===== config.mk =====
export PLATFORM = sky130hd
export DESIGN_NAME = dmem_arbiter_flat
export DESIGN_NICKNAME = d
export VERILOG_FILES = /design/src/rtl/arb_pkg.sv /design/src/rtl/dmem_arbiter_if.sv /design/src/rtl/arb_starve_fsm.sv /design/src/rtl/dmem_arbiter.sv /design/src/flat_wrapper.sv
export SDC_FILE = /design/constraint.sdc
export NUM_CORES = 1
export LEC_CHECK = 0
export CAP_MARGIN = 25
export CORE_AREA = 4 4 245 247
export CTS_CLUSTER_SIZE = 16
export DETAILED_ROUTE_END_ITERATION = 8
export DIE_AREA = 0 0 249 251
export GPL_ROUTABILITY_DRIVEN = 0
export GPL_TIMING_DRIVEN = 1
export PLACE_DENSITY_LB_ADDON = 0.15
export SLEW_MARGIN = 30
export SYNTH_ARGS = -nofsm -noshare
export SYNTH_HDL_FRONTEND = slang
export SYNTH_SLANG_ARGS = --single-unit

===== constraint.sdc =====
create_clock -name clk -period 2.51 [get_ports clk]
set_clock_uncertainty 0.15 [all_clocks]
set_input_delay 0.3765 -clock clk [delete_from_list [all_inputs] [get_ports clk]]
set_output_delay 0.3765 -clock clk [all_outputs]
set_load 0.02 [all_outputs]

===== src/rtl/arb_pkg.sv =====
// ----------------------------------------------------------------------------
// arb_pkg
//   Shared types and helpers for the data-memory arbiter.
//   - arb_state_e : arbiter state (IDLE, WAIT, HOLD)
//   - mem_sel_w() : address width for a given number of memory words
// ----------------------------------------------------------------------------
package arb_pkg;

    typedef enum logic [1:0] {
        ARB_IDLE = 2'd0,
        ARB_WAIT = 2'd1,
        ARB_HOLD = 2'd2
    } arb_state_e;

    // A single-word memory still needs one address bit on the bus.
    function automatic int mem_sel_w(input int num_mem);
        return (num_mem > 1) ? $clog2(num_mem) : 1;
    endfunction

endpackage


===== src/rtl/dmem_arbiter_if.sv =====
// ----------------------------------------------------------------------------
// dmem_arbiter_if
//   Bundles the core store port, the host valid/ready port and the flat
//   memory view of the data-memory arbiter.
//   slave  : the arbiter (consumes i_*, drives o_*)
//   master : the core/host side (drives i_*, observes o_*)
//
//   Host handshake: a request is transferred on a rising edge where
//   i_host_valid && o_host_ready. The host keeps valid and its payload
//   stable until that edge; o_host_ready may depend combinationally on the
//   core store enable. Read data comes back with a one-cycle o_host_rvalid
//   pulse and o_host_rdata holds until the next read completes.
// ----------------------------------------------------------------------------
interface dmem_arbiter_if #(
    parameter int NUM_MEM   = 16,
    parameter int REG_WIDTH = 32
);
    localparam int MEM_SELECT = arb_pkg::mem_sel_w(NUM_MEM);

    logic                         i_core_we;
    logic [MEM_SELECT-1:0]        i_core_sel;
    logic [REG_WIDTH-1:0]         i_core_word;
    logic [NUM_MEM*REG_WIDTH-1:0] o_mem;
    logic                         o_core_hold;
    logic                         i_host_valid;
    logic                         i_host_we;
    logic [MEM_SELECT-1:0]        i_host_sel;
    logic [REG_WIDTH-1:0]         i_host_wdata;
    logic                         o_host_ready;
    logic                         o_host_rvalid;
    logic [REG_WIDTH-1:0]         o_host_rdata;
    logic                         o_err;

    modport slave (
        input  i_core_we, i_core_sel, i_core_word,
        input  i_host_valid, i_host_we, i_host_sel, i_host_wdata,
        output o_mem, o_core_hold, o_host_ready, o_host_rvalid, o_host_rdata, o_err
    );

    modport master (
        output i_core_we, i_core_sel, i_core_word,
        output i_host_valid, i_host_we, i_host_sel, i_host_wdata,
        input  o_mem, o_core_hold, o_host_ready, o_host_rvalid, o_host_rdata, o_err
    );

endinterface


===== src/rtl/arb_starve_fsm.sv =====
// ----------------------------------------------------------------------------
// arb_starve_fsm
//   Decides who owns the single memory write port. The core has fixed
//   priority; a blocked host request is counted and, after MAX_WAIT
//   consecutive blocked cycles, the core is asked to hold for one grant.
// Ports
//   clk, rst      : clock, asynchronous active-low reset
//   i_core_we     : core store enable
//   i_host_valid  : host request valid
//   o_host_ready  : host grant (combinational)
//   o_core_hold   : registered freeze request to the core (high in HOLD)
//   o_state       : current state, for observation
// ----------------------------------------------------------------------------
module arb_starve_fsm
    import arb_pkg::*;
#(
    parameter int MAX_WAIT = 4
) (
    input  logic       clk,
    input  logic       rst,
    input  logic       i_core_we,
    input  logic       i_host_valid,
    output logic       o_host_ready,
    output logic       o_core_hold,
    output arb_state_e o_state
);
    localparam int               CNT_W    = $clog2(MAX_WAIT + 1);
    localparam logic [CNT_W-1:0] CNT_ONE  = CNT_W'(1);
    localparam logic [CNT_W-1:0] CNT_LAST = CNT_W'(MAX_WAIT - 1);

    arb_state_e       state;
    logic [CNT_W-1:0] wait_cnt;
    logic             blocked;

    // In HOLD the host owns the port no matter what the core does.
    assign o_host_ready = (state == ARB_HOLD) || !i_core_we;
    assign blocked      = i_host_valid && !o_host_ready;
    assign o_state      = state;

    always_ff @(posedge clk or negedge rst) begin
        if (!rst) begin
            state       <= ARB_IDLE;
            wait_cnt    <= '0;
            o_core_hold <= 1'b0;
        end else begin
            case (state)
                ARB_IDLE: begin
                    if (blocked) begin
                        if (MAX_WAIT == 1) begin
                            state       <= ARB_HOLD;
                            o_core_hold <= 1'b1;
                            wait_cnt    <= '0;
                        end else begin
                            state    <= ARB_WAIT;
                            wait_cnt <= CNT_ONE;
                        end
                    end
                end
                ARB_WAIT: begin
                    // Not blocked here means either accepted or valid dropped.
                    if (!blocked) begin
                        state    <= ARB_IDLE;
                        wait_cnt <= '0;
                    end else if (wait_cnt == CNT_LAST) begin
                        state       <= ARB_HOLD;
                        o_core_hold <= 1'b1;
                        wait_cnt    <= '0;
                    end else begin
                        wait_cnt <= wait_cnt + CNT_ONE;
                    end
                end
                ARB_HOLD: begin
                    // Ready is 1 here, so any cycle is an accept or a drop.
                    state       <= ARB_IDLE;
                    o_core_hold <= 1'b0;
                    wait_cnt    <= '0;
                end
                default: begin
                    state       <= ARB_IDLE;
                    o_core_hold <= 1'b0;
                    wait_cnt    <= '0;
                end
            endcase
        end
    end

endmodule


===== src/rtl/dmem_arbiter.sv =====
// ----------------------------------------------------------------------------
// dmem_arbiter
//   Owns the core's data memory and shares its single write port between
//   the core store port (fixed priority) and a host/loader port. A
//   starvation FSM forces a core hold so the host always gets through.
// Ports
//   clk     : clock, all state on rising edge
//   rst     : asynchronous active-low reset
//   bus     : dmem_arbiter_if.slave (core store, host handshake, o_mem,
//             o_core_hold, o_err)
//   o_state : arbiter state, for observation
// ----------------------------------------------------------------------------
module dmem_arbiter
    import arb_pkg::*;
#(
    parameter int NUM_MEM   = 16,
    parameter int REG_WIDTH = 32,
    parameter int MAX_WAIT  = 4
) (
    input  logic            clk,
    input  logic            rst,
    dmem_arbiter_if.slave   bus,
    output arb_state_e      o_state
);
    localparam int                  MEM_SELECT = mem_sel_w(NUM_MEM);
    localparam logic [MEM_SELECT:0] NUM_MEM_L  = (MEM_SELECT + 1)'(NUM_MEM);

    logic [REG_WIDTH-1:0]  mem [NUM_MEM];
    arb_state_e            state;
    logic                  host_ready;
    logic                  core_hold;
    logic                  host_accept;
    logic                  core_wr;
    logic                  host_wr;
    logic                  host_rd;
    logic                  wr_en;
    logic [MEM_SELECT-1:0] wr_sel;
    logic [REG_WIDTH-1:0]  wr_data;
    logic                  wr_in_range;
    logic                  rd_in_range;
    logic                  host_rvalid;
    logic [REG_WIDTH-1:0]  host_rdata;
    logic                  err;

    arb_starve_fsm #(.MAX_WAIT(MAX_WAIT)) u_fsm (
        .clk          (clk),
        .rst          (rst),
        .i_core_we    (bus.i_core_we),
        .i_host_valid (bus.i_host_valid),
        .o_host_ready (host_ready),
        .o_core_hold  (core_hold),
        .o_state      (state)
    );

    assign host_accept = bus.i_host_valid && host_ready;
    // Core stores issued while the core is asked to hold are dropped.
    assign core_wr     = bus.i_core_we && (state != ARB_HOLD);
    assign host_wr     = host_accept && bus.i_host_we;
    assign host_rd     = host_accept && !bus.i_host_we;

    // The grant makes core_wr and host_wr mutually exclusive.
    always_comb begin
        wr_en   = core_wr || host_wr;
        wr_sel  = bus.i_core_sel;
        wr_data = bus.i_core_word;
        if (host_wr) begin
            wr_sel  = bus.i_host_sel;
            wr_data = bus.i_host_wdata;
        end
    end

    // Only matters for non-power-of-two NUM_MEM.
    assign wr_in_range = {1'b0, wr_sel} < NUM_MEM_L;
    assign rd_in_range = {1'b0, bus.i_host_sel} < NUM_MEM_L;

    always_ff @(posedge clk or negedge rst) begin
        if (!rst) begin
            for (int k = 0; k < NUM_MEM; k++) mem[k] <= '0;
        end else if (wr_en && wr_in_range) begin
            mem[wr_sel] <= wr_data;
        end
    end

    always_ff @(posedge clk or negedge rst) begin
        if (!rst) begin
            host_rvalid <= 1'b0;
            host_rdata  <= '0;
            err         <= 1'b0;
        end else begin
            host_rvalid <= host_rd;
            if (host_rd) host_rdata <= rd_in_range ? mem[bus.i_host_sel] : '0;
            if (bus.i_core_we && (state == ARB_HOLD)) err <= 1'b1;
        end
    end

    for (genvar k = 0; k < NUM_MEM; k++) begin : g_mem_out
        assign bus.o_mem[k*REG_WIDTH +: REG_WIDTH] = mem[k];
    end

    assign bus.o_host_ready  = host_ready;
    assign bus.o_core_hold   = core_hold;
    assign bus.o_host_rvalid = host_rvalid;
    assign bus.o_host_rdata  = host_rdata;
    assign bus.o_err         = err;
    assign o_state           = state;

endmodule


===== src/flat_wrapper.sv =====
// flat-port wrapper written by rule: the top's interface ports become plain ports
module dmem_arbiter_flat import arb_pkg::*;
#(
    parameter int NUM_MEM   = 16,
    parameter int REG_WIDTH = 32,
    parameter int MAX_WAIT  = 4
)
  (clk, rst, o_state, bus_i_core_we, bus_i_core_sel, bus_i_core_word, bus_i_host_valid, bus_i_host_we, bus_i_host_sel, bus_i_host_wdata, bus_o_mem, bus_o_core_hold, bus_o_host_ready, bus_o_host_rvalid, bus_o_host_rdata, bus_o_err);
  dmem_arbiter_if #(.NUM_MEM(NUM_MEM), .REG_WIDTH(REG_WIDTH)) bus_i ();
  input  logic clk;
  input  logic rst;
  output arb_state_e o_state;
  input wire logic [$bits(bus_i.i_core_we)-1:0] bus_i_core_we;
  input wire logic [$bits(bus_i.i_core_sel)-1:0] bus_i_core_sel;
  input wire logic [$bits(bus_i.i_core_word)-1:0] bus_i_core_word;
  input wire logic [$bits(bus_i.i_host_valid)-1:0] bus_i_host_valid;
  input wire logic [$bits(bus_i.i_host_we)-1:0] bus_i_host_we;
  input wire logic [$bits(bus_i.i_host_sel)-1:0] bus_i_host_sel;
  input wire logic [$bits(bus_i.i_host_wdata)-1:0] bus_i_host_wdata;
  output wire logic [$bits(bus_i.o_mem)-1:0] bus_o_mem;
  output wire logic [$bits(bus_i.o_core_hold)-1:0] bus_o_core_hold;
  output wire logic [$bits(bus_i.o_host_ready)-1:0] bus_o_host_ready;
  output wire logic [$bits(bus_i.o_host_rvalid)-1:0] bus_o_host_rvalid;
  output wire logic [$bits(bus_i.o_host_rdata)-1:0] bus_o_host_rdata;
  output wire logic [$bits(bus_i.o_err)-1:0] bus_o_err;
  assign bus_i.i_core_we = bus_i_core_we;
  assign bus_i.i_core_sel = bus_i_core_sel;
  assign bus_i.i_core_word = bus_i_core_word;
  assign bus_i.i_host_valid = bus_i_host_valid;
  assign bus_i.i_host_we = bus_i_host_we;
  assign bus_i.i_host_sel = bus_i_host_sel;
  assign bus_i.i_host_wdata = bus_i_host_wdata;
  assign bus_o_mem = bus_i.o_mem;
  assign bus_o_core_hold = bus_i.o_core_hold;
  assign bus_o_host_ready = bus_i.o_host_ready;
  assign bus_o_host_rvalid = bus_i.o_host_rvalid;
  assign bus_o_host_rdata = bus_i.o_host_rdata;
  assign bus_o_err = bus_i.o_err;
  dmem_arbiter #(.NUM_MEM(NUM_MEM), .REG_WIDTH(REG_WIDTH), .MAX_WAIT(MAX_WAIT)) u_core (.clk(clk), .rst(rst), .bus(bus_i), .o_state(o_state));
endmodule

==> results of run 1 <==
[Yosys cell counts, types with 4 or more instances]
| master | n | area [µm²] |
|---|---|---|
| dfrtp_1 | 552 | 13800 |
| buf_1 | 8 | 30.0 |
| mux2_4 | 30 | 450 |
| a32oi_2 | 4 | 65.1 |
| o32ai_2 | 8 | 130 |
| mux2i_1 | 155 | 1550 |
| inv_1 | 8 | 30.0 |
| nor2b_1 | 8 | 50.1 |
| mux2_2 | 484 | 5450 |
| buf_2 | 68 | 340 |
| a21oi_1 | 5 | 25.0 |
| nor2_1 | 7 | 26.3 |
| nand2b_1 | 6 | 37.5 |
| clkbuf_1 | 47 | 176 |
| mux2_1 | 31 | 349 |
| nand2_1 | 68 | 255 |
| buf_4 | 15 | 113 |
| mux4_2 | 67 | 1510 |
| a22oi_1 | 62 | 465 |
| buf_6 | 7 | 78.8 |
| o221ai_1 | 31 | 272 |
[final timing paths]
| check | depth (start not counted) | endpoint |
|---|---|---|
| setup reg to reg | 7 | u_core.bus.o_mem[206] |
| hold reg to reg | 2 | u_core.bus.o_host_rdata[8] |
| min in group clk | 5 | u_core.bus.o_host_rdata[28] |
| hold / removal | 2 | u_core.bus.o_mem[30] |
| max in group asynchronous | 3 | u_core.bus.o_mem[275] |
| setup / recovery | 4 | bus_o_host_ready |
[registers in the layout, summed over array words and instances, names as in the netlist]
| register | count |
|---|---|
| u_core.u_fsm.o_core_hold | 1 |
| u_core.bus.o_mem | 512 |
| u_core.u_fsm.o_state | 2 |
| u_core.bus.o_host_rvalid | 1 |
| u_core.bus.o_err | 1 |
| u_core.bus.o_host_rdata | 32 |
| u_core.u_fsm.wait_cnt | 3 |
[layer usage]
metal  track usage (%)  wire [µm]  vias up
met5                 0          0        -
met4              9.49       3080        0
met3              7.97       7660      141
met2              50.1      46900      757
met1              36.9      37100     9595
li1                  -          -     7620
[cell type report]
type | instances | area [µm²] | share of cell area (%)
sequential | 552 | 13800 | 38.8
multi-input combinational | 992 | 11000 | 30.9
timing repair buffer | 726 | 7660 | 21.5
clock buffer | 85 | 1760 | 4.95
tap | 765 | 957 | 2.69
clock inverter | 25 | 388 | 1.09
inverter | 8 | 30.0 | 0.0842
antenna | 2 | 5.00 | 0.0140
[cell families after synthesis]
logic type,Yosys count,synth area share [%]
buffers and inverters,153,3.02
and+or+nand+nor,103,1.81
muxes,767,36.6
adders and majority gates,1,0.0492
AOI/OAI and AO/OA,121,4.20
DFF,552,54.3
[through the flow]
stage	worst slack [ps]	power, µW
2_1_floorplan	99.9	19800
3_3_place_gp	-301	27200
3_5_place_dp	-309	27500
4_1_cts	92.4	37200
5_1_grt	16.9	38300
6_report	104	36900
[cells in the final DEF, fill, tap and decap left out, drive strengths merged, types with 7 or more instances in the layout]
cell type / count
inv: 9
nand2: 68
nor2: 7
clkbuf: 85
buf: 103
a22oi: 62
nor2b: 8
mux4: 67
clkinv: 12
clkdlybuf4s50: 621
mux2i: 155
o32ai: 8
mux2: 545
dfrtp: 552
bufinv: 10
o221ai: 31
[repair_timing]
item / 4_1_cts / 5_1_grt
gates resized for setup: 1 / 0
hold buffers: 1 / 0
endpoints found under the setup margin: 1 / 0
hold endpoints to repair: 117 / 0
buffers inserted: 0 / 0
[power by group]
group | switching (µW) | internal, µW
registers | 2280 | 11400
clock network | 3680 | 5880
logic | 6690 | 7030
[critical path, cell delays in order, from the launching register on]
cell	delay [ps]
dfrtp_1	370
buf_4	160
nand2b_1	190
nand2_1	140
dlygate4sd2_1	430
==> impl_metrics.toml, run 1 <==
[status]
status = "finished clean"

[clocking]
cts_made_buffers = 59
cts.sinks = 552
cts_tree = "done"
clk_pin_slew_ps = 60
cts-root-buf = "clkbuf_16"
ctsLongestPathBuffers = 3
clk_latency_ps = 610
cts_max_level = 2

[layout]
layout-drive-gt1-share_pct = 34.0
nFillCells = 4462
design_area_mm2 = 0.0356
post-route-util_pct = 61.9
nNetsFinal = 2417
finalNonFillerCells = 3155
syn_to_final_growth_pct = 40.2

[floorplanning]
core-area_mm2 = 0.0576
die_h_um = 251
pin_count = 627
start_util_pct = 44.2
row_count = 88
die_w_um = 249
dieArea_mm2 = 0.0625

[logic_synthesis]
ys_seq_area_share_pct = 54.3
synth_warnings = 0
synth_seq_cells = 552
yosys_most_used_dff = "dfrtp_1"
synth_area_mm2 = 0.0254
synth_nets = 1775
ys_types = 40
netlist_instances = 1697
avgSynthCellArea_um2 = 15.0
synthArstFlopShare_pct = 100
synth_edf_count = 0

[worst_hold_path]
hold_path.class = "in2async"

[timing]
setup_viol = 0
max_freq_mhz = 416
rsz0062_at_grt = "no"
worst_pin_slew_ps = 950
hold_viol_final = 0
fin_crit_ps = 2410
period_share_pct = 95.9
finalSetupTns_ps = 0
drv_slew = 0
hold-worst-slack_ps = 188
slew_headroom_pct = 36.5

[global_routing]
grt_usage_pct = 29.4
grt_pass1_vias = 19100
grt_pass1_wl_mm = 137
grt_antenna_before_repair = 2
grt-ovfl-total = 0
grt_max_degree = 81

[routing]
drc = 0
drt_pass1_iterations = 5
routed_wl_mm = 94.8
dr_total_vias = 18100
drt_iter0_drc = 1198
routedWlPerCell_um = 30.0
via_per_inst = 5.74
drtAntennaViolNets = 0

[pwr]
p_leak_uw = 0.0152
p_per_area_mw_per_mm2 = 1040
peakVddDrop_v = 0.000657

[placement]
port_buffers = 626
dp_cells = 3041
dp_hpwl_mm = 67.2
placed_area_mm2 = 0.0335

[critical_path]
cp.required_ps = 1980
rrSetupSlack_ps = 140
critPathMaxFanout = 7
startpoint_type = "register"
arrival_ps = 1880
cp-end-kind = "output pin"
critPathKind = "reg2out"
cp-startpoint = "u_core.u_fsm.o_state[0]"
r2r_start = "u_core.u_fsm.o_state[0]"

[job]
max_cap_viol_count = 0
Power figures use the tool's default switching activity.
==> run 2, diff against run 1 <==
ABC_AREA = 0   (was unset)
==> results of run 2 <==
Same layout as run 1: the final DEF is identical, and so are final timing and power.
